## config.mk

```make
export PLATFORM = sky130hd
export DESIGN_NAME = cloud_gen
export DESIGN_NICKNAME = d
export VERILOG_FILES = /design/src/rtl/cloud_gen.sv
export SDC_FILE = /design/constraint.sdc
export NUM_CORES = 1
export LEC_CHECK = 0
export ABC_AREA = 1
export BUFFER_PORTS_ARGS = -buffer_cell sky130_fd_sc_hd__clkbuf_2
export CAP_MARGIN = 0
export CORE_ASPECT_RATIO = 1.25
export CORE_MARGIN = 2
export CORE_UTILIZATION = 63
export DETAILED_ROUTE_END_ITERATION = 10
export HOLD_SLACK_MARGIN = 0.08
export PLACE_DENSITY = 0.84
export SYNTH_ARGS = -nofsm -noshare
export SYNTH_HDL_FRONTEND = slang
export SYNTH_SLANG_ARGS = --single-unit
```

## constraint.sdc

```tcl
create_clock -name clk -period 3 [get_ports clk]
set_input_delay 0.45 -clock clk [delete_from_list [all_inputs] [get_ports clk]]
set_output_delay 0.45 -clock clk [all_outputs]
set_load 0.005 [all_outputs]
```

## src/rtl/cloud_gen.sv

```systemverilog
//-----------------------------------------------------------------------------
// cloud_gen
//
// Produces the 16-bit cloud descriptor consumed by the cloud renderer:
//   cloud = {valid, y_offset[4:0], x_right[9:0]}
//
// One cloud is alive at a time. It spawns off the right edge of the screen,
// scrolls left by `speed` pixels on each frame step and retires once it would
// leave the left edge. A pseudo-random number of frames then passes before
// the next cloud spawns. A 16-bit Galois LFSR supplies the randomness.
//
// Optional feature (compile-time macro):
//   CLOUD_RAND_Y_EN  - when defined, the spawn y offset is lfsr[4:0];
//                      otherwise it is the fixed Y_OFFSET parameter.
//
// Ports:
//   clk         in   1   pixel clock
//   rst_n       in   1   asynchronous active-low reset
//   frame_tick  in   1   one-cycle pulse at vblank start
//   run         in   1   game running; low freezes all state
//   restart     in   1   synchronous pulse, returns the block to IDLE
//   speed       in   4   scroll distance in pixels per frame
//   cloud       out  16  registered descriptor
//-----------------------------------------------------------------------------
module cloud_gen #(
    parameter logic [9:0]  SPAWN_X   = 10'd732,
    parameter logic [7:0]  INIT_GAP  = 8'd8,
    parameter logic [7:0]  MIN_GAP   = 8'd30,
    parameter logic [4:0]  Y_OFFSET  = 5'd5,
    parameter logic [15:0] LFSR_SEED = 16'hACE1
) (
    input  logic        clk,
    input  logic        rst_n,
    input  logic        frame_tick,
    input  logic        run,
    input  logic        restart,
    input  logic [3:0]  speed,
    output logic [15:0] cloud
);

    typedef enum logic [1:0] {
        S_IDLE   = 2'd0,
        S_WAIT   = 2'd1,
        S_ACTIVE = 2'd2
    } state_t;

    state_t      state;
    state_t      state_next;
    logic [7:0]  gap;
    logic [7:0]  gap_next;
    logic [15:0] lfsr;
    logic [15:0] lfsr_next;
    logic [15:0] cloud_next;

    logic        step;
    logic [15:0] lfsr_adv;
    logic [4:0]  spawn_y;
    logic        retire;

    assign step = frame_tick & run;

    // Right-shifting Galois form of x^16 + x^14 + x^13 + x^11 + 1.
    assign lfsr_adv = {1'b0, lfsr[15:1]} ^ ({16{lfsr[0]}} & 16'hB400);

`ifdef CLOUD_RAND_Y_EN
    assign spawn_y = lfsr[4:0];
`else
    assign spawn_y = Y_OFFSET;
`endif

    // Retiring when x <= speed means x = 0 is never shown and x never wraps.
    assign retire = (cloud[9:0] <= {6'b0, speed});

    // NOTE: every next-value is defaulted to "hold" before any branch, so no
    // path through this block can leave a signal unassigned and infer a latch.
    always_comb begin
        state_next = state;
        gap_next   = gap;
        lfsr_next  = lfsr;
        cloud_next = cloud;

        if (restart) begin
            // Restart wins over a coincident tick; the LFSR keeps its value.
            state_next = S_IDLE;
            gap_next   = 8'd0;
            cloud_next = 16'h0000;
        end else if (run) begin
            // Sampled fields below read `lfsr`, i.e. the pre-advance value.
            if (step) begin
                lfsr_next = lfsr_adv;
            end

            case (state)
                S_IDLE: begin
                    cloud_next = 16'h0000;
                    gap_next   = INIT_GAP;
                    state_next = S_WAIT;
                end

                S_WAIT: begin
                    if (step) begin
                        if (gap == 8'd0) begin
                            cloud_next = {1'b1, spawn_y, SPAWN_X};
                            state_next = S_ACTIVE;
                        end else begin
                            gap_next = gap - 8'd1;
                        end
                    end
                end

                S_ACTIVE: begin
                    if (step) begin
                        if (retire) begin
                            cloud_next = 16'h0000;
                            gap_next   = MIN_GAP + {2'b0, lfsr[5:0]};
                            state_next = S_WAIT;
                        end else begin
                            cloud_next[9:0] = cloud[9:0] - {6'b0, speed};
                        end
                    end
                end

                default: begin
                    cloud_next = 16'h0000;
                    state_next = S_IDLE;
                end
            endcase
        end
    end

    // NOTE: state registers use non-blocking assignments so every register
    // samples its next value from the same pre-edge snapshot.
    always_ff @(posedge clk or negedge rst_n) begin
        if (!rst_n) begin
            state <= S_IDLE;
            gap   <= 8'd0;
            lfsr  <= LFSR_SEED;
            cloud <= 16'h0000;
        end else begin
            state <= state_next;
            gap   <= gap_next;
            lfsr  <= lfsr_next;
            cloud <= cloud_next;
        end
    end

endmodule

```

==> results of run 1 <==
-- worst min-delay path by stage --
stage,startpoint,slack [ps],endpoint
2_1_floorplan,rst_n,150,cloud[0]
3_3_place_gp,lfsr[6],450,lfsr[6]
3_5_place_dp,lfsr[6],460,lfsr[6]
4_1_cts,rst_n,300,cloud[12]
5_1_grt,rst_n,360,cloud[0]
6_report,rst_n,270,cloud[5]
-- metrics by stage --
stage	setup slack [ps]	hold slack, ps	total power, mW	utilization, %	instance area [um^2]
after floorplan	1160	154	1.88	-	2420
after global placement	928	453	2.10	67.6	2520
after detailed placement	864	456	2.14	67.6	2520
after CTS	995	300	2.51	70.0	2610
after global routing	814	357	2.71	70.0	2610
final	985	270	2.51	70.0	2610
-- layer usage --
layer | wire length, um | up-vias | global-route usage (%)
met4 | 95 | 0 | 12.9
met5 | 0 | - | 0
met2 | 2540 | 42 | 40.7
met1 | 2120 | 993 | 28.0
met3 | 171 | 6 | 4.96
li1 | - | 1053 | -
-- sequential cells by signal, indices dropped and copies added (netlist names) --
signal and count:
lfsr 16, cloud 11, gap 8, state 2
-- critical path: stages (launching register included) --
cell and delay, ps:
dfrtp_1 350, inv_1 60, ha_1 170, inv_1 130
fa_1 250, nand2_1 80, nand2_2 90, nand3_2 110
a21oi_4 170, nand2_2 90, nand2_4 210, inv_1 90
nand2_1 60, nand2_1 50
-- Yosys cell counts, drive strengths merged, types with 2 or more instances --
cell type    n
xnor2        4
xor2         6
dfstp        8
a21oi        9
clkbuf       2
dfrtp       29
inv         41
o22ai        2
nand2      121
ha          11
o21ai       34
nor2        24
nor3         2
buf          7
nand4        2
nand3       20
-- report_power, final --
group | switching, mW | leakage, nW | internal, mW | total [mW]
registers | 0.146 | 0.474 | 0.671 | 0.817
clock network | 0.199 | 0.0445 | 0.165 | 0.363
logic | 0.855 | 0.865 | 0.472 | 1.33
-- cell families (layout without fill, tap and decap cells) --
group                      after synthesis  in the layout
DFF                                     37             37
xor gates and xnor gates                10             10
adders and majority gates               12             12
AOI/OAI and AO/OA                       45             45
buffers and inverters                   51             72
other                                    1              3
and+or+nand+nor                        170            170
-- cell type report --
| type | instances | area [um^2] |
|---|---|---|
| flip-flops and latches | 37 | 936 |
| well taps | 40 | 50.0 |
| fillers | 312 | 1120 |
| clock inverters | 3 | 21.3 |
| inverters | 42 | 158 |
| multi-input cells | 240 | 1260 |
| repair buffers | 22 | 113 |
| clock buffers | 5 | 68.8 |
==> impl_metrics.yaml, run 1 <==
global_route:
  grt_pass1_vias: 1814
  gr-usage-all-layers_pct: 24.1
  antenna_found_initial: 0
  grt_max_degree: 38
  grt_pass1_wl_mm: 7.78
  gr-total-overflow: 0
cts:
  clock_sinks: 37
  cts_resized: 0
  clk_pin_slew_ps: 80
  h-tree-depth: 2
  cts_tree: "yes"
  cts-hold-fix-buffers: 0
  post_cts_buffers: 0
  cts_root_buf: "clkbuf_8"
  cts_buffer_depth: 2
  clock_latency_ps: 300
  cts_made_buffers: 5
setup_path:
  worstPathRequired_ps: 3190
  worst-path-max-fanout: 15
  r2r_cells: 13
  end_kind: "register"
  path_class: "register to register"
  cp-start-kind: "register"
  regToRegSetupSlack_ps: 980
  critPathLaunch: "cloud[0]"
  timing.rr.start: "cloud[0]"
  crit_end: "gap[3]"
  arrival_ps: 2210
  r2r-end: "gap[3]"
layout:
  drive_above_1_share_pct: 20.1
  layout_common_cells: "111 x nand2_1, 36 x inv_1, 29 x dfrtp_1"
  area_growth_syn_to_layout_pct: 7.87
  diodes: 0
  layout.nets: 369
  layout.cells.non_filler: 389
  layout_commonest_cell: "nand2_1"
timing:
  min_period_over_period_pct: 67.2
  maxSlewHeadroom_pct: 38.0
  hold_viol_final: 0
  fmax_ghz: 0.496
  setup_viol: 0
  rsz0062_at_grt: "false"
  tightest_slew_ps: 930
  skew_ps: 6.91
  final_max_slew_viol_count: 0
  finalCriticalPeriod_ps: 2020
  fin_setup_tns_ps: 0
power_and_ir_drop:
  p_per_area_mw_per_mm2: 962
  power.leakage_nw: 1.38
  max-vdd-ir-drop_mv: 0.467
floorplan:
  start_util_pct: 64.9
  fp-row-count: 25
  dieHeight_um: 73.2
  die-area_mm2: 0.00435
  core_area_mm2: 0.00372
  ios: 25
  die_w_um: 59.4
placed_design:
  place.gp.congestion: 0.919
  dpl.hpwl_mm: 3.63
  portBuffers: 21
  dp.cells: 381
yosys:
  synth_compound_area_share_pct: 11.0
  ys_async_sr_fraction_pct: 100
  synth_top_cell_area_share_pct: 30.0
  synth-seq-cells: 37
  yosys.area_share.adder_pct: 6.53
  ys_types: 32
  synth_seq_area_share_pct: 38.7
  synth_area_mm2: 0.00242
  synth_flop_cell: "dfrtp_1"
  synthTopCellsByArea: "dfrtp_1 30%, nand2_1 17%, dfstp_2 8.7%"
  synth_top_area_cell: "dfrtp_1"
  netlist_instances: 326
  yosysWarnings: 0
  synth_edf_count: 0
  synth_mux_area_share_pct: 0
  yosys.area_share.simple_pct: 30.6
  synth-xor-area-share_pct: 3.63
  avgSynthCellArea_um2: 7.41
  synth_top_family_by_area: "simple AND/OR/NAND/NOR gates"
detailed_routing:
  drc: 0
  via_count: 2094
  detail-route-antenna-nets: 0
  first_iter_violations: 87
  avgRoutedWirePerCell_um: 12.6
  drt_wl_total_mm: 4.92
  dr.pass1.iters: 4
  routed_via_density: 5.38
flow_run:
  cap_violations: 0
worst_hold_path:
  hold_path_class: "primary input to async pin"
status:
  outcome: "complete, no violations"
(Power assumes the default switching activity.)
==> inputs of run 2 (changes only) <==
ABC_AREA = 0   (was 1)
CORE_UTILIZATION = 53   (was 63)
PLACE_DENSITY = 0.76   (was 0.84)
clock period = 1.7 ns   (was 3 ns; I/O delays follow)
==> impl_metrics.yaml, run 2 <==
placed_design:
  place.gp.congestion: 0.897
  pre_cts_ws_ps: -500
  dpl.hpwl_mm: 3.89
  dp.cells: 347
  portBuffers: 21
worst_hold_path:
  hold_path_class: "primary input to register"
timing:
  rsz0062_at_grt: "true"
  min_period_over_period_pct: 133
  setup_viol: 21
  layout_setup_ws_ps: -561
  hold_viol_final: 0
  fmax_ghz: 0.442
  finalCriticalPeriod_ps: 2260
  skew_ps: 10.8
  final_max_slew_viol_count: 0
  whs_ps: 324
setup_path:
  crit_end: "cloud[9]"
  r2r-end: "cloud[9]"
  r2r_cells: 7
  worstPathRequired_ps: 1870
  worst-path-max-fanout: 7
  arrival_ps: 2430
  critPathLaunch: "cloud[8]"
  timing.rr.start: "cloud[8]"
  cp-start-kind: "register"
  path_class: "register to register"
  regToRegSetupSlack_ps: -560
  end_kind: "register"
status:
  violations: "negative setup slack"
  outcome: "finished, violations left"
layout:
  drive_above_1_share_pct: 49.4
  layout_common_cells: "50 x buf_4, 29 x dfrtp_1, 21 x clkbuf_2"
  layout_commonest_cell: "buf_4"
  final_core_util_pct: 76.9
  top_register: "lfsr"
  layout.nets: 328
  top_regs: "lfsr: 16 flops, cloud: 11 flops, gap: 8 flops"
  area_growth_syn_to_layout_pct: 37.0
  largest_reg_flops: 16
  nFillCells: 263
  diodes: 0
  layout.cells.non_filler: 364
cts:
  clock_sinks: 37
  cts_made_buffers: 5
  h-tree-depth: 2
  cts_buffer_depth: 2
  cts_tree: "yes"
  clk_pin_slew_ps: 80
  cts_root_buf: "clkbuf_8"
  clock_latency_ps: 290
floorplan:
  ios: 25
  start_util_pct: 56.1
  fp-row-count: 26
  die-area_mm2: 0.00492
  core_area_mm2: 0.00413
  die_w_um: 63.1
  dieHeight_um: 77.9
global_route:
  grt_max_degree: 22
  antenna_found_initial: 0
  gr-total-overflow: 0
  grt_pass1_vias: 1963
  gr-usage-all-layers_pct: 22.9
  grt_pass1_wl_mm: 8.94
detailed_routing:
  dr.pass1.iters: 4
  first_iter_violations: 146
  drc: 0
  detail-route-antenna-nets: 0
  drt_wl_total_mm: 5.74
  routed_via_density: 5.64
  via_count: 2053
  avgRoutedWirePerCell_um: 15.8
power_and_ir_drop:
  p_per_area_mw_per_mm2: 1660
  power.leakage_nw: 1.53
  max-vdd-ir-drop_mv: 0.958
  fin_total_pwr_mw: 5.27
yosys:
  yosysMostFrequentCell: "dfrtp_1"
  netlist_instances: 230
  synth_edf_count: 0
  synthTopCellsByCount: "29 x dfrtp_1, 20 x nand2_1, 16 x inv_1, 15 x mux2_2, 14 x o21ai_0"
  yosysWarnings: 0
  synth_top_cell_area_share_pct: 31.3
  ys_types: 58
  avgSynthCellArea_um2: 10.1
  synth-seq-cells: 37
  synth_flop_cell: "dfrtp_1"
  ys_async_sr_fraction_pct: 100
  synth_top_area_cell: "dfrtp_1"
  synth_seq_area_share_pct: 40.4
  synth_area_mm2: 0.00232
  synthTopCellsByArea: "dfrtp_1 31%, dfstp_2 9.1%, mux2_2 7.3%"
flow_run:
  cap_violations: 0
==> run 2: per-stage QoR <==
| stage | setup TNS (ps) | area [um^2] |
|---|---|---|
| floorplan | -6240 | 2360 |
| global placement | -7020 | 2840 |
| detailed placement | -7690 | 2840 |
| CTS | -8840 | 3050 |
| global route | -9970 | 3180 |
| finish | -8600 | 3180 |
==> run 2: area by class of cell <==
type                            count  area [um^2]  share of cell area, %
Clock inverter                      1         5.00                  0.158
Sequential cell                    37          936                   29.5
Clock buffer                        7         96.3                   3.03
Inverter                           16         60.1                   1.89
Tap cell                           56         70.1                   2.21
Timing Repair Buffer               81          609                   19.2
Multi-Input combinational cell    166         1400                   44.1
==> run 2: worst max-delay path, cell delays in order (launching register included) <==
cell and delay, ps:
dfrtp_1 390, or4_4 540, or3_4 380, buf_6 130, buf_6 110, o21bai_4 220
o21ai_1 130, a22o_1 250
==> run 2: how the worst min path moves through the flow <==
stage / start / end / slack [ps] / depth (start not counted)
2_1_floorplan: rst_n / cloud[0] / -40 / 0
3_5_place_dp: rst_n / lfsr[1] / 230 / 1
5_1_grt: speed[0] / cloud[0] / 330 / 3
6_report: speed[0] / cloud[0] / 320 / 3
3_3_place_gp: rst_n / lfsr[1] / 230 / 1
4_1_cts: speed[0] / cloud[0] / 310 / 3
==> run 2: kinds of logic (layout without fill, tap and decap cells) <==
family                   after synthesis  after routing  synth area share [%]
buffers and inverters                 30            105                  7.07
XOR/XNOR                              10             10                  3.78
flip-flops                            37             37                  40.4
multiplexers                          21             21                  11.0
AND/OR/NAND/NOR                       65             65                  14.9
AO/OA/AOI/OAI                         54             55                  15.9
adder cells (fa/ha/maj)               12             12                  6.80
other                                  1              3                 0.162
==> run 2: power by group <==
part | internal (mW) | total (mW) | switching, mW | leakage (nW)
Combinational | 1.71 | 3.20 | 1.49 | 1.00
Sequential | 1.18 | 1.38 | 0.206 | 0.478
Clock | 0.366 | 0.678 | 0.311 | 0.0542
==> run 2: timing repair <==
item | CTS | global route
pin swaps | 11 | 7
hold buffers | 1 | 0
cloned | 0 | 1
buffers inserted | 7 | 2
resized for setup | 16 | 28
hold endpoints to repair | 15 | 0
setup endpoints to repair | 21 | 21
==> run 2: layer usage <==
| layer | up-vias | part of all wire, % | track usage (%) |
|---|---|---|---|
| met5 | - | 0 | 0 |
| met4 | 0 | 2.2 | 7.33 |
| met3 | 11 | 3.6 | 3.77 |
| met2 | 66 | 53 | 40.6 |
| met1 | 1017 | 41 | 28.1 |
| li1 | 959 | - | - |
==> inputs of run 3 (changes only) <==
PLACE_DENSITY = 0.81   (was 0.76)
==> impl_metrics.yaml, run 3 (synthesis results as in run 2) <==
setup_path:
  timing.rr.start: "cloud[7]"
  cp.depth: 6
  r2r_cells: 6
  arrival_ps: 2340
  cp_slowest_stage_delay_ps: 520
  crit_slowest_cell: "or4_4"
  end_kind: "register"
  path_class: "register to register"
  crit_chain: "or4_4 -> or3_4 -> o21ai_4 -> o21a_4 -> buf_12 -> mux2_4"
  crit_buf_inv: 1
  crit_end: "gap[2]"
  r2r-end: "gap[2]"
  worst-path-max-fanout: 6
  critPathLaunch: "cloud[7]"
  regToRegSetupSlack_ps: -460
  cp_top_family: "simple AND/OR/NAND/NOR gates"
  worstPathRequired_ps: 1890
  cp-start-kind: "register"
global_route:
  grt_pass1_vias: 2082
  gr-usage-all-layers_pct: 24.6
  grt_max_degree: 38
  grt_pass1_wl_mm: 9.43
  antenna_found_initial: 0
  gr-total-overflow: 0
cts:
  cts_root_buf: "clkbuf_8"
  cts_buffer_depth: 2
  clock_latency_ps: 300
  cts_made_buffers: 5
  h-tree-depth: 2
  clock_sinks: 37
  cts_tree: "yes"
  clk_pin_slew_ps: 80
layout:
  layout_common_cells: "56 x buf_4, 29 x dfrtp_1, 21 x clkbuf_2"
  largest_reg_flops: 16
  seqCellArea_um2: 936
  drive_above_1_share_pct: 50.2
  layout.nets: 331
  diodes: 0
  area_growth_syn_to_layout_pct: 38.2
  top_register: "lfsr"
  nFillCells: 221
  top_regs: "lfsr: 16 flops, cloud: 11 flops, gap: 8 flops"
  layout_commonest_cell: "buf_4"
  multiInputGateArea_mm2: 0.00140
timing:
  min_period_over_period_pct: 127
  fmax_ghz: 0.463
  skew_ps: 11.1
  finalCriticalPeriod_ps: 2160
  final_max_slew_viol_count: 0
  whs_ps: 294
  fin_setup_tns_ps: -8260
  hold_viol_final: 0
  rsz0062_at_grt: "true"
  setup_viol: 21
  layout_setup_ws_ps: -459
power_and_ir_drop:
  p_per_area_mw_per_mm2: 1690
  p_sw_share_pct: 37.9
  p_switching_mw: 2.05
  max-vdd-ir-drop_mv: 1.00
  power_frac_clock_pct: 14.8
  comb_power_share_pct: 60.0
  power_frac_seq_pct: 25.2
  power.leakage_nw: 1.55
  cellInternalPower_mw: 3.36
detailed_routing:
  drt_wl_total_mm: 6.31
  met3WireLength_um: 252
  via_count: 2098
  first_iter_violations: 135
  routed_via_density: 5.72
  avgRoutedWirePerCell_um: 17.2
  wl_met1_mm: 2.48
  detail-route-antenna-nets: 0
  dr.pass1.iters: 4
  met2_length_mm: 3.32
  drc: 0
  top_layer_used: "met4"
placed_design:
  portBuffers: 21
  place.gp.congestion: 0.843
  dpl.hpwl_mm: 3.90
  pre_cts_ws_ps: -531
status:
  violations: "negative setup slack"
  outcome: "finished, violations left"
floorplan:
  ios: 25
  start_util_pct: 56.1
  die_w_um: 63.1
  dieHeight_um: 77.9
  fp-row-count: 26
  core_area_mm2: 0.00413
  die-area_mm2: 0.00492
flow_run:
  cap_violations: 0
worst_hold_path:
  hold_path_class: "primary input to register"
-- run 3: what timing repair did --
action	4_1_cts	5_1_grt
resized for setup	23	21
setup endpoints to repair	21	21
hold buffers	1	0
pin swaps	7	11
hold endpoints to repair	29	0
buffers inserted	6	4
cloned	0	0
-- run 3: worst min path at each step --
stage | start | endpoint | slack, ps | cells past startpoint
finish | speed[0] | cloud[0] | 290 | 3
global route | speed[0] | cloud[0] | 300 | 3
CTS | speed[0] | cloud[0] | 300 | 3
detailed placement | rst_n | lfsr[14] | 330 | 2
global placement | rst_n | lfsr[14] | 320 | 2
floorplan | rst_n | cloud[0] | -40 | 0
-- run 3: worst register-to-register path, delay by kind of cell, from the launching register on --
family                 cells  cell delay (ps)
DFF                        1              400
AOI/OAI and AO/OA          2              340
and+or+nand+nor            2              890
muxes                      1              290
buffers and inverters      1              120
-- run 3: cell type report --
cell class | count | area share [%]
multi-input combinational | 165 | 43.6
tap | 56 | 2.19
timing repair buffer | 85 | 19.5
clock inverter | 1 | 0.938
sequential | 37 | 29.2
clock buffer | 7 | 2.70
inverter | 16 | 1.88
-- run 3: routing by layer --
| layer | vias to the layer above | GRT usage (%) |
|---|---|---|
| li1 | 964 | - |
| met1 | 1021 | 26.5 |
| met2 | 84 | 47.3 |
| met3 | 29 | 3.62 |
| met4 | 0 | 9.33 |
| met5 | - | 0 |
-- run 3: per-stage QoR --
stage	total power, mW	std cells	cell area (um^2)	util, %
global route	5.72	367	3200	77.5
floorplan	3.04	232	2360	-
finish	5.41	367	3200	77.5
global placement	3.98	350	2850	69.1
CTS	5.11	364	3090	74.9
detailed placement	4.08	350	2850	69.1
-- run 3: power groups by stage --
stage	logic, mW	registers [mW]	clock network [mW]
after global placement	2.63	1.36	0
after global routing	3.50	1.39	0.833
after CTS	2.95	1.36	0.806
final	3.25	1.36	0.799
after floorplan	1.66	1.38	0
after detailed placement	2.71	1.37	0
